===== src/rtl/dot_matrix_pkg.sv =====
// Shared definitions for the dot-matrix cursor.
//   state_e        : controller states OFF / INIT / RUN
//   UP..LEFT       : bit positions of each direction in the 4-bit direction vector
//   NumDir         : width of the direction vector
package dot_matrix_pkg;

    typedef enum logic [1:0] {
        OFF  = 2'd0,
        INIT = 2'd1,
        RUN  = 2'd2
    } state_e;

    localparam int unsigned NumDir = 4;

    localparam int unsigned UP    = 0;
    localparam int unsigned RIGHT = 1;
    localparam int unsigned DOWN  = 2;
    localparam int unsigned LEFT  = 3;

endpackage


===== src/rtl/dot_matrix_btn_cond.sv =====
// Direction button conditioner: rising-edge (press) detection on the 4-bit direction
// vector, plus optional auto-repeat of a single held direction.
// Build option: define DOT_MATRIX_CURSOR_AUTOREPEAT_EN to include the auto-repeat logic.
// Ports:
//   clk       clock, rising edge
//   reset     synchronous, active-high; clears press history and repeat counter
//   run_i     cursor is in RUN; strobes are suppressed and repeat cleared otherwise
//   dir_i     level direction inputs {left, down, right, up}
//   strobe_o  one-cycle move strobes, same bit order as dir_i
module dot_matrix_btn_cond
    import dot_matrix_pkg::*;
#(
    parameter int unsigned REPEAT_DLY = 16,
    parameter int unsigned REPEAT_PER = 4
) (
    input  logic              clk,
    input  logic              reset,
    input  logic              run_i,
    input  logic [NumDir-1:0] dir_i,
    output logic [NumDir-1:0] strobe_o
);

    if (REPEAT_PER < 1 || REPEAT_DLY < REPEAT_PER) begin : g_bad_repeat
        $error("dot_matrix_btn_cond: need 1 <= REPEAT_PER <= REPEAT_DLY");
    end

    logic [NumDir-1:0] prev_q;
    logic [NumDir-1:0] press;

    // Edge history runs in every state so a level held across OFF/INIT never
    // turns into a press once RUN is reached.
    always_ff @(posedge clk) begin
        if (reset) begin
            prev_q <= '0;
        end else begin
            prev_q <= dir_i;
        end
    end

    assign press = dir_i & ~prev_q;

`ifdef DOT_MATRIX_CURSOR_AUTOREPEAT_EN
    localparam int unsigned CntW = $clog2(REPEAT_DLY + 1) + 1;
    localparam logic [CntW-1:0] CntFire   = CntW'(REPEAT_DLY);
    // Reloading here makes the next fire land exactly REPEAT_PER cycles later.
    localparam logic [CntW-1:0] CntReload = CntW'(REPEAT_DLY - REPEAT_PER + 1);

    // cnt_q holds the number of edges since the press; zero means idle.
    logic [CntW-1:0] cnt_q, cnt_d;
    logic            fire;

    always_comb begin
        cnt_d = '0;
        fire  = 1'b0;
        if (run_i && $onehot(dir_i)) begin
            if (press != '0) begin
                cnt_d = CntW'(1);
            end else if (cnt_q != '0 && dir_i == prev_q) begin
                if (cnt_q == CntFire) begin
                    fire  = 1'b1;
                    cnt_d = CntReload;
                end else begin
                    cnt_d = cnt_q + CntW'(1);
                end
            end
        end
    end

    always_ff @(posedge clk) begin
        if (reset) begin
            cnt_q <= '0;
        end else begin
            cnt_q <= cnt_d;
        end
    end

    assign strobe_o = (press | (fire ? dir_i : '0)) & {NumDir{run_i}};
`else
    assign strobe_o = press & {NumDir{run_i}};
`endif

endmodule


===== src/rtl/dot_matrix_cursor.sv =====
// Cursor on a ROWS x COLS LED dot matrix, steered by four direction buttons.
// Build option: DOT_MATRIX_CURSOR_AUTOREPEAT_EN enables auto-repeat of a held direction.
// Ports:
//   clk      clock, rising edge
//   reset    synchronous, active-high, priority over power
//   power    low forces OFF (LEDs dark, position held)
//   up/down/left/right  level direction inputs
//   leds     one-hot cursor image, bit row*COLS+col (all zero when OFF)
//   row/col  cursor position
//   moved    one-cycle pulse when the cursor changed
//   blocked  one-cycle pulse when a move was refused at an edge (WRAP=0 only)
module dot_matrix_cursor
    import dot_matrix_pkg::*;
#(
    parameter int unsigned ROWS       = 4,
    parameter int unsigned COLS       = 4,
    parameter int unsigned WRAP       = 1,
    parameter int unsigned REPEAT_DLY = 16,
    parameter int unsigned REPEAT_PER = 4
) (
    input  logic                     clk,
    input  logic                     reset,
    input  logic                     power,
    input  logic                     up,
    input  logic                     down,
    input  logic                     left,
    input  logic                     right,
    output logic [ROWS*COLS-1:0]     leds,
    output logic [$clog2(ROWS)-1:0]  row,
    output logic [$clog2(COLS)-1:0]  col,
    output logic                     moved,
    output logic                     blocked
);

    localparam int unsigned RW    = $clog2(ROWS);
    localparam int unsigned CW    = $clog2(COLS);
    localparam int unsigned LedsW = ROWS * COLS;
    localparam logic [RW-1:0] RowMax = RW'(ROWS - 1);
    localparam logic [CW-1:0] ColMax = CW'(COLS - 1);

    if (ROWS < 2 || ROWS > 64 || COLS < 2 || COLS > 64 || WRAP > 1) begin : g_bad_size
        $error("dot_matrix_cursor: ROWS/COLS must be 2..64 and WRAP 0 or 1");
    end

    state_e             state_q, state_d;
    logic [RW-1:0]      row_q, row_d;
    logic [CW-1:0]      col_q, col_d;
    logic [LedsW-1:0]   leds_q, leds_d;
    logic               moved_q, moved_d;
    logic               blocked_q, blocked_d;
    logic [NumDir-1:0]  strobe;

    dot_matrix_btn_cond #(
        .REPEAT_DLY (REPEAT_DLY),
        .REPEAT_PER (REPEAT_PER)
    ) u_btn_cond (
        .clk      (clk),
        .reset    (reset),
        .run_i    (state_q == RUN),
        .dir_i    ({left, down, right, up}),
        .strobe_o (strobe)
    );

    always_comb begin
        state_d   = state_q;
        row_d     = row_q;
        col_d     = col_q;
        leds_d    = leds_q;
        moved_d   = 1'b0;
        blocked_d = 1'b0;

        if (!power) begin
            state_d = OFF;
            leds_d  = '0;
        end else begin
            unique case (state_q)
                OFF: begin
                    state_d = INIT;
                    row_d   = '0;
                    col_d   = '0;
                    leds_d  = LedsW'(1);
                end
                INIT: begin
                    state_d = RUN;
                end
                RUN: begin
                    // Simultaneous strobes are ambiguous and ignored entirely.
                    if ($onehot(strobe)) begin
                        unique case (1'b1)
                            strobe[UP]: begin
                                if (row_q != '0) begin
                                    row_d = row_q - RW'(1);
                                    moved_d = 1'b1;
                                end else if (WRAP != 0) begin
                                    row_d = RowMax;
                                    moved_d = 1'b1;
                                end else begin
                                    blocked_d = 1'b1;
                                end
                            end
                            strobe[DOWN]: begin
                                if (row_q != RowMax) begin
                                    row_d = row_q + RW'(1);
                                    moved_d = 1'b1;
                                end else if (WRAP != 0) begin
                                    row_d = '0;
                                    moved_d = 1'b1;
                                end else begin
                                    blocked_d = 1'b1;
                                end
                            end
                            strobe[LEFT]: begin
                                if (col_q != '0) begin
                                    col_d = col_q - CW'(1);
                                    moved_d = 1'b1;
                                end else if (WRAP != 0) begin
                                    col_d = ColMax;
                                    moved_d = 1'b1;
                                end else begin
                                    blocked_d = 1'b1;
                                end
                            end
                            strobe[RIGHT]: begin
                                if (col_q != ColMax) begin
                                    col_d = col_q + CW'(1);
                                    moved_d = 1'b1;
                                end else if (WRAP != 0) begin
                                    col_d = '0;
                                    moved_d = 1'b1;
                                end else begin
                                    blocked_d = 1'b1;
                                end
                            end
                            default: ;
                        endcase
                    end
                    if (moved_d) begin
                        leds_d = LedsW'(1) << (32'(row_d) * COLS + 32'(col_d));
                    end
                end
                default: begin
                    state_d = OFF;
                    leds_d  = '0;
                end
            endcase
        end
    end

    always_ff @(posedge clk) begin
        if (reset) begin
            state_q   <= OFF;
            row_q     <= '0;
            col_q     <= '0;
            leds_q    <= '0;
            moved_q   <= 1'b0;
            blocked_q <= 1'b0;
        end else begin
            state_q   <= state_d;
            row_q     <= row_d;
            col_q     <= col_d;
            leds_q    <= leds_d;
            moved_q   <= moved_d;
            blocked_q <= blocked_d;
        end
    end

    assign leds    = leds_q;
    assign row     = row_q;
    assign col     = col_q;
    assign moved   = moved_q;
    assign blocked = blocked_q;

endmodule


===== config.mk =====
export PLATFORM = sky130hd
export DESIGN_NAME = dot_matrix_cursor
export DESIGN_NICKNAME = d
export VERILOG_FILES = /design/src/rtl/dot_matrix_pkg.sv /design/src/rtl/dot_matrix_btn_cond.sv /design/src/rtl/dot_matrix_cursor.sv
export SDC_FILE = /design/constraint.sdc
export NUM_CORES = 1
export LEC_CHECK = 0
export ABC_CLOCK_PERIOD_IN_PS = 10900
export BUFFER_PORTS_ARGS = -buffer_cell sky130_fd_sc_hd__buf_2
export CAP_MARGIN = 5
export CORE_ASPECT_RATIO = 1.5
export CORE_MARGIN = 2
export CORE_UTILIZATION = 55
export DETAILED_ROUTE_END_ITERATION = 10
export GPL_TIMING_DRIVEN = 0
export HOLD_SLACK_MARGIN = 0.08
export PLACE_DENSITY = 0.8
export SLEW_MARGIN = 30
export SYNTH_ARGS = -nofsm -noshare
export SYNTH_HDL_FRONTEND = slang
export SYNTH_HIERARCHICAL = 1
export SYNTH_SLANG_ARGS = --single-unit

===== constraint.sdc =====
create_clock -name clk -period 10.9 [get_ports clk]
set_input_delay 0.545 -clock clk [delete_from_list [all_inputs] [get_ports clk]]
set_output_delay 0.545 -clock clk [all_outputs]
set_load 0.02 [all_outputs]

## Word level (Yosys, flattened, before mapping)

Cells that the tools add are included.

| storage, ports and cells | value |
|---|---|
| memories | 0 |
| memory bits (read-only) | 0 |
| word-level logic and storage cells | 57 |
| bits in latches | 0 |
| bits in registers | 27 |
| memory bits (writable) | 0 |

| cells by class | value |
|---|---|
| div/mod/pow operators | 0 |
| shift-type cells | 1 |
| mux-type cells | 21 |
| equal/unequal tests | 6 |
| bitwise gates (word level) | 6 |
| $mul | 0 |
| magnitude comparators | 0 |
| add/subtract/negate cells | 8 |
| reductions and logical operators | 9 |

Operators by type and width:

| cell | number |
|---|---|
| 16-bit case mux with 3 select lines | 1 |
| 2-bit two-way mux | 10 |
| 16-bit two-way mux | 1 |
| 2-bit case mux with 2 select lines | 4 |
| 1-bit by 5-bit left shift with 16-bit output, first input constant | 1 |
| 4-bit AND | 2 |
| 2-bit != test, second input constant | 3 |
| 2-bit case mux with 3 select lines | 1 |
| 2-bit nonzero test | 3 |
| 4-bit by 2-bit adder with 5-bit output | 1 |
| 1-bit by 1-bit adder with 2-bit output | 2 |
| 2-bit by 1-bit adder with 2-bit output, second input constant | 2 |
| 1-bit two-way mux | 4 |
| 4-bit inverter | 1 |
| 2-bit AND reduction | 2 |
| 4-bit OR reduction | 1 |
| 2-bit by 1-bit subtractor with 2-bit output, second input constant | 2 |
| 2-bit by 2-bit adder with 3-bit output | 1 |
| 3-bit by 1-bit == test with 1-bit output, second input constant | 1 |
| 1-bit inverter | 3 |
| 3-bit OR reduction | 1 |
| 2-bit by 1-bit == test with 1-bit output, second input constant | 1 |
| 2-bit == test, second input constant | 1 |
| 2-bit zero test | 1 |
| 2-bit OR reduction | 1 |

## Longest topological paths before layout

| logic depth | value |
|---|---|
| depth after elaboration | 13 |
| depth in mapped cells | 15 |
| depth with buffers taken out | 13 |

## By module

The synthesis kept the hierarchy.

Modules (own cells, without submodules):

| module | cells an instance | times used | area each (um^2) |
|---|---|---|---|
| dot_matrix_cursor | 132 | 1 | 1,206.2 |
| dot_matrix_btn_cond | 12 | 1 | 140.1 |

## Worst setup path before layout

No wires, ideal clock.

| path | value |
|---|---|
| path kind | reg2reg |
| start | register state_q[0] |
| end | register leds_q[0] (netlist: leds[0]) |
| path buffers | 1 |
| data arrival time | 3,354 ps |
| setup time | 74 ps |
| clock period less this slack | 3,428 ps |
| cell stages (with the launch flop) | 15 |
| slack | 7,472 ps |
| cells stage by stage | dfxtp_1 -> nand2b_1 -> inv_1 -> and3b_1 -> inv_1 -> fa_1 -> inv_1 -> ha_1 -> ha_1 -> or3b_1 -> buf_6 -> a21o_4 -> a2111oi_4 -> nand3_1 -> a31oi_1 |

| between the ends | value |
|---|---|
| longest elaborated chain between the ends | 12 |
| elaborated cells between the ends (all ways) | 28 |
| those cells by class | add/sub (4); eq/ne (4); shift (1); mux (14); bitwise (2); reduce/logical (3) |

Ends and longest elaborated chain:

| what | RTL line | RTL |
|---|---|---|
| from (decl) | dot_matrix_cursor.sv:45 | `state_e state_q, state_d;` |
| from (signal assigned) | dot_matrix_cursor.sv:158 | `state_q <= state_d;` |
| 2-bit == test (*) | dot_matrix_cursor.sv:59 | `.run_i (state_q == RUN),` |
| 4-bit AND (*) | dot_matrix_btn_cond.sv:79 | `assign strobe_o = press & {NumDir{run_i}};` |
| net strobe[0] | dot_matrix_cursor.sv:51 | `logic [NumDir-1:0] strobe;` |
| 1-bit by 1-bit adder with 2-bit output (implied by the code) | dot_matrix_cursor.sv:88 | `if ($onehot(strobe)) begin` |
| 2-bit by 2-bit adder with 3-bit output (implied by the code) | dot_matrix_cursor.sv:88 |  |
| 3-bit by 1-bit == test with 1-bit output | dot_matrix_cursor.sv:88 |  |
| 2-bit two-way mux | dot_matrix_cursor.sv:88 |  |
| 2-bit two-way mux | dot_matrix_cursor.sv:76 | `unique case (state_q)` |
| 2-bit two-way mux | dot_matrix_cursor.sv:72 | `if (!power) begin` |
| 4-bit by 2-bit adder with 5-bit output | dot_matrix_cursor.sv:138 | `leds_d = LedsW'(1) << (32'(row_d) * COLS + 32'(col_d));` |
| 1-bit by 5-bit left shift with 16-bit output | dot_matrix_cursor.sv:138 |  |
| 16-bit two-way mux | dot_matrix_cursor.sv:137 | `if (moved_d) begin` |
| 16-bit case mux with 3 select lines | dot_matrix_cursor.sv:76 |  |
| to (signal assigned) | dot_matrix_cursor.sv:161 | `leds_q <= leds_d;` |
| to (decl) | dot_matrix_cursor.sv:48 | `logic [LedsW-1:0] leds_q, leds_d;` |

Mark *: on every way through the listed nets, which the timed path passes. The rest lies on a longest branch. The select of a mux whose other input is x is not followed.
A chain may end at the register's enable or synchronous reset.

## Worst setup path in the final report

| path | value |
|---|---|
| start | register state_q[0] |
| end | register leds_q[5] (netlist: leds[5]) |

Same word-level chain as after synthesis.

==> summary.md <==
| Metric | Value |
|---|---|
| Ports | 29 |
| Async S/R FF share, synth | 0% |
| Cts repair resizes | 0 |
| Reg2Reg Launch Point | state_q[0] |
| Ant diodes | 0 |
| Max clock buf depth | 2 |
| Status | finished, final reports clean |
| Total Nets Final | around 190 |
| RSZ-0062 raised after global routing | false |
| TritonCTS clock tree | built |
| Shortest period the worst path allows | between 4 and 5 ns |
| Clk_lat worst skew | 0.33 ns |
| Slew Viols, Final | 0 |
| End of the worst register-to-register path | leds[5] |
| Mean Syn Cell Area | between 9 and 10 sq um |
| Detailed Place HPWL | 2.222 mm |
| CP Cell Sequence | nand2b_1 -> inv_1 -> and3b_1 -> inv_1 -> fa_1 -> inv_1 -> ha_1 -> ha_1 -> nor3b_1 -> o21ai_0 -> a2111oi_4 -> a32oi_1 -> nor2_1 |
| Hold Buf Count CTS | 0 |
| All-Layer GR Usage | around 22% |
| Reg clk slew, reported paths | between 0.1 and 0.15 ns |
| DRT antenna net count | 0 |
| Worst Setup End Kind | register |
| Number of synthesis warnings | 6 |
| IO Port Bufs | 27 |
| Pre-CTS WS | 6.833 ns |
| Worst path slowest cell | a2111oi_4 |
| Iter 0 DRT Violations | 17 |
| Yosys cell types | 39 |
| Vias in the first global route | 1125 |
| TritonCTS Buffers | 3 |
| WP data arrival | 4.40 ns |
| Post-synth top flop | dfxtp_1 |
| Initial antenna violation count | 0 |
| Number of stages on the worst setup path | 13 |
| CP Launch Type | register |
| Static Leak | around 0.65 nW |
| Largest fanout on the critical path | 8 |
| Slew of the pin with the lowest slew margin | 0.7209 ns |
| Pwr Density | 101.8 mW/mm^2 |
| R2R cell count | 13 |
| CP max stage delay | about 0.66 ns |
| Die X | approximately 44 um |
| Post-Synthesis Cells | 144 |
| Largest net degree at the start of global routing | 15 |
| Max Freq | about 240 MHz |
| Critical path type | register to register |
| Die Y | 64.60 um |
| Max cap viols | 0 |
| Worst slew margin | 50.56% |
| CTS Root Cell | clkbuf_4 |
| Critical path launch point | state_q[0] |
| Hold Crit Depth | 2 |
| Clock sinks | 27 |
| Seq/Total Area, Yosys | 40.15% |
| DR DRC count | 0 |
| Clk_skew | 0.005329 ns |
| Mapped Nets | 159 |
| Core Area | roughly 0.0024 sq mm |
| Vias per Instance | 5.920 |
| Routed WL | approximately 2.9 mm |
| Largest vdd supply drop | 86.96 uV |
| Syn Std Cell Area | between 0.001 and 0.0015 sq mm |
| Final GP Congestion | 0.7608 |
| H-tree depth reported by CTS | 1 |
| Number of synthesized flops with an enable pin | 0 |
| Req. time, crit path | between 10 and 15 ns |
| Initial Utilization | 56.22% |
| Die area | 0.002868 sq mm |
| #FFs+latches synth | 27 |
| Pre-antenna DRT Iters | 4 |
| Most common cell on crit path | inv_1 |
| Fin Setup TNS | 0 ns |
| First-pass GRT wire length | between 4 and 5 mm |
| Crit share post-route | 37.88% |
| Layout cells sized above 1 | about 22% |
| Area Growth Syn to Fin | 14.22% |
| Total congestion overflow | 0 |
| Final hold violation count | 0 |
| Final setup vio count | 0 |
| CP bufs+invs | 3 |
| CP top delay family | simple AND/OR/NAND/NOR gates |
| DR vias | roughly 1200 |
| Post-CTS setup buffer count | 0 |
| R2R Setup Slk | 6.77 ns |
| Final setup margin | 6.771 ns |
| FP Rows | 22 |
| WL/cell | 14.47 um |
| Worst hold path type | primary input to register |
| Worst setup path endpoint | leds[5] |
[Yosys cell counts (all sizes together), types with 2 or more instances]
cell type | number | area, sq um
buf | 2 | 18.77
a21oi | 3 | 15.01
a211oi | 2 | 15.01
nor2 | 22 | 82.58
ha | 7 | 87.58
a32oi | 15 | 131.4
nor3 | 2 | 15.01
and3b | 4 | 35.03
nand2b | 5 | 31.28
nor2b | 6 | 37.54
mux2 | 3 | 33.78
inv | 10 | 37.54
a21o | 2 | 22.52
clkbuf | 3 | 11.26
a31oi | 2 | 12.51
nand2 | 5 | 18.77
o21ai | 6 | 30.02
dfxtp | 27 | 540.5
o22ai | 2 | 12.51
[cells by family after synthesis]
group / synth area share, %
and+or+nand+nor: 18.87
AOI/OAI and AO/OA: 24.44
DFF: 40.15
buffers and inverters: 5.019
adders and majority gates: 7.992
muxes: 3.253
other: 0.2785
[registers in the layout, indices dropped and copies added (netlist names)]
name               count
state_q                2
row                    2
col                    2
u_btn_cond/prev_q      4
moved                  1
leds                  16
[layer usage]
metal / global-route usage, % / wire length, um / vias up
met5: 0 / 0 / -
li1: - / - / 589
met4: 11.36 / 79 / 0
met2: 38.05 / 1465 / 34
met3: 3.900 / 124 / 9
met1: 25.04 / 1211 / 546
[cells in the final DEF, fill, tap and decap left out, drive strengths merged, types with 3 or more instances in the layout]
master   n
buf     29
dfxtp   27
nor2    22
a32oi   15
inv     10
ha       7
clkbuf   7
nor2b    6
o21ai    6
nand2b   5
nand2    5
and3b    4
mux2     3
a21oi    3
[worst reg2reg max path, delay by kind of cell, from the launching register on]
family / cells / cell delay, ns
and+or+nand+nor: 4 / 1.20
AOI/OAI and AO/OA: 3 / 1.18
adders and majority gates: 3 / 0.98
DFF: 1 / 0.37
buffers and inverters: 3 / 0.32
[power by group]
group	switching (mW)	internal (mW)	leakage [nW]
combinational	0.00754	0.00451	0.412
sequential	0.000809	0.100	0.219
clock	0.0292	0.0144	0.0150
[per-stage QoR]
step           area (sq um)  utilization, %  std cells  hold slack (ns)  power (mW)
4_1_cts                1538           64.21        199           0.4240      0.1573
5_1_grt                1538           64.21        199           0.4102      0.1638
3_5_place_dp           1511           63.11        195           0.4706      0.1151
3_3_place_gp           1511           63.11        195           0.4682      0.1144
6_report               1538           64.21        199           0.4272      0.1566
2_1_floorplan          1346               -        144           0.4661      0.1112
[worst min-delay path by stage]
| stage | startpoint | end | slack, ns |
|---|---|---|---|
| floorplan | state_q[0] | state_q[0] | 0.47 |
| global placement | leds[3] | leds[3] | 0.47 |
| CTS | right | u_btn_cond/prev_q[1] | 0.42 |
| detailed placement | leds[2] | leds[2] | 0.47 |
| finish | right | u_btn_cond/prev_q[1] | 0.43 |
| global route | right | u_btn_cond/prev_q[1] | 0.41 |
[area by class of cell]
| type | count | area, sq um |
|---|---|---|
| repair buffers | 27 | 135.1 |
| well taps | 24 | 30.03 |
| clock buffers | 4 | 26.28 |
| flip-flops and latches | 27 | 540.5 |
| inverters | 10 | 37.54 |
| plain buffers | 5 | 30.03 |
| multi-input cells | 102 | 738.2 |
| fillers | 215 | 857.1 |
Note: power is estimated with default switching activity, not from simulation.
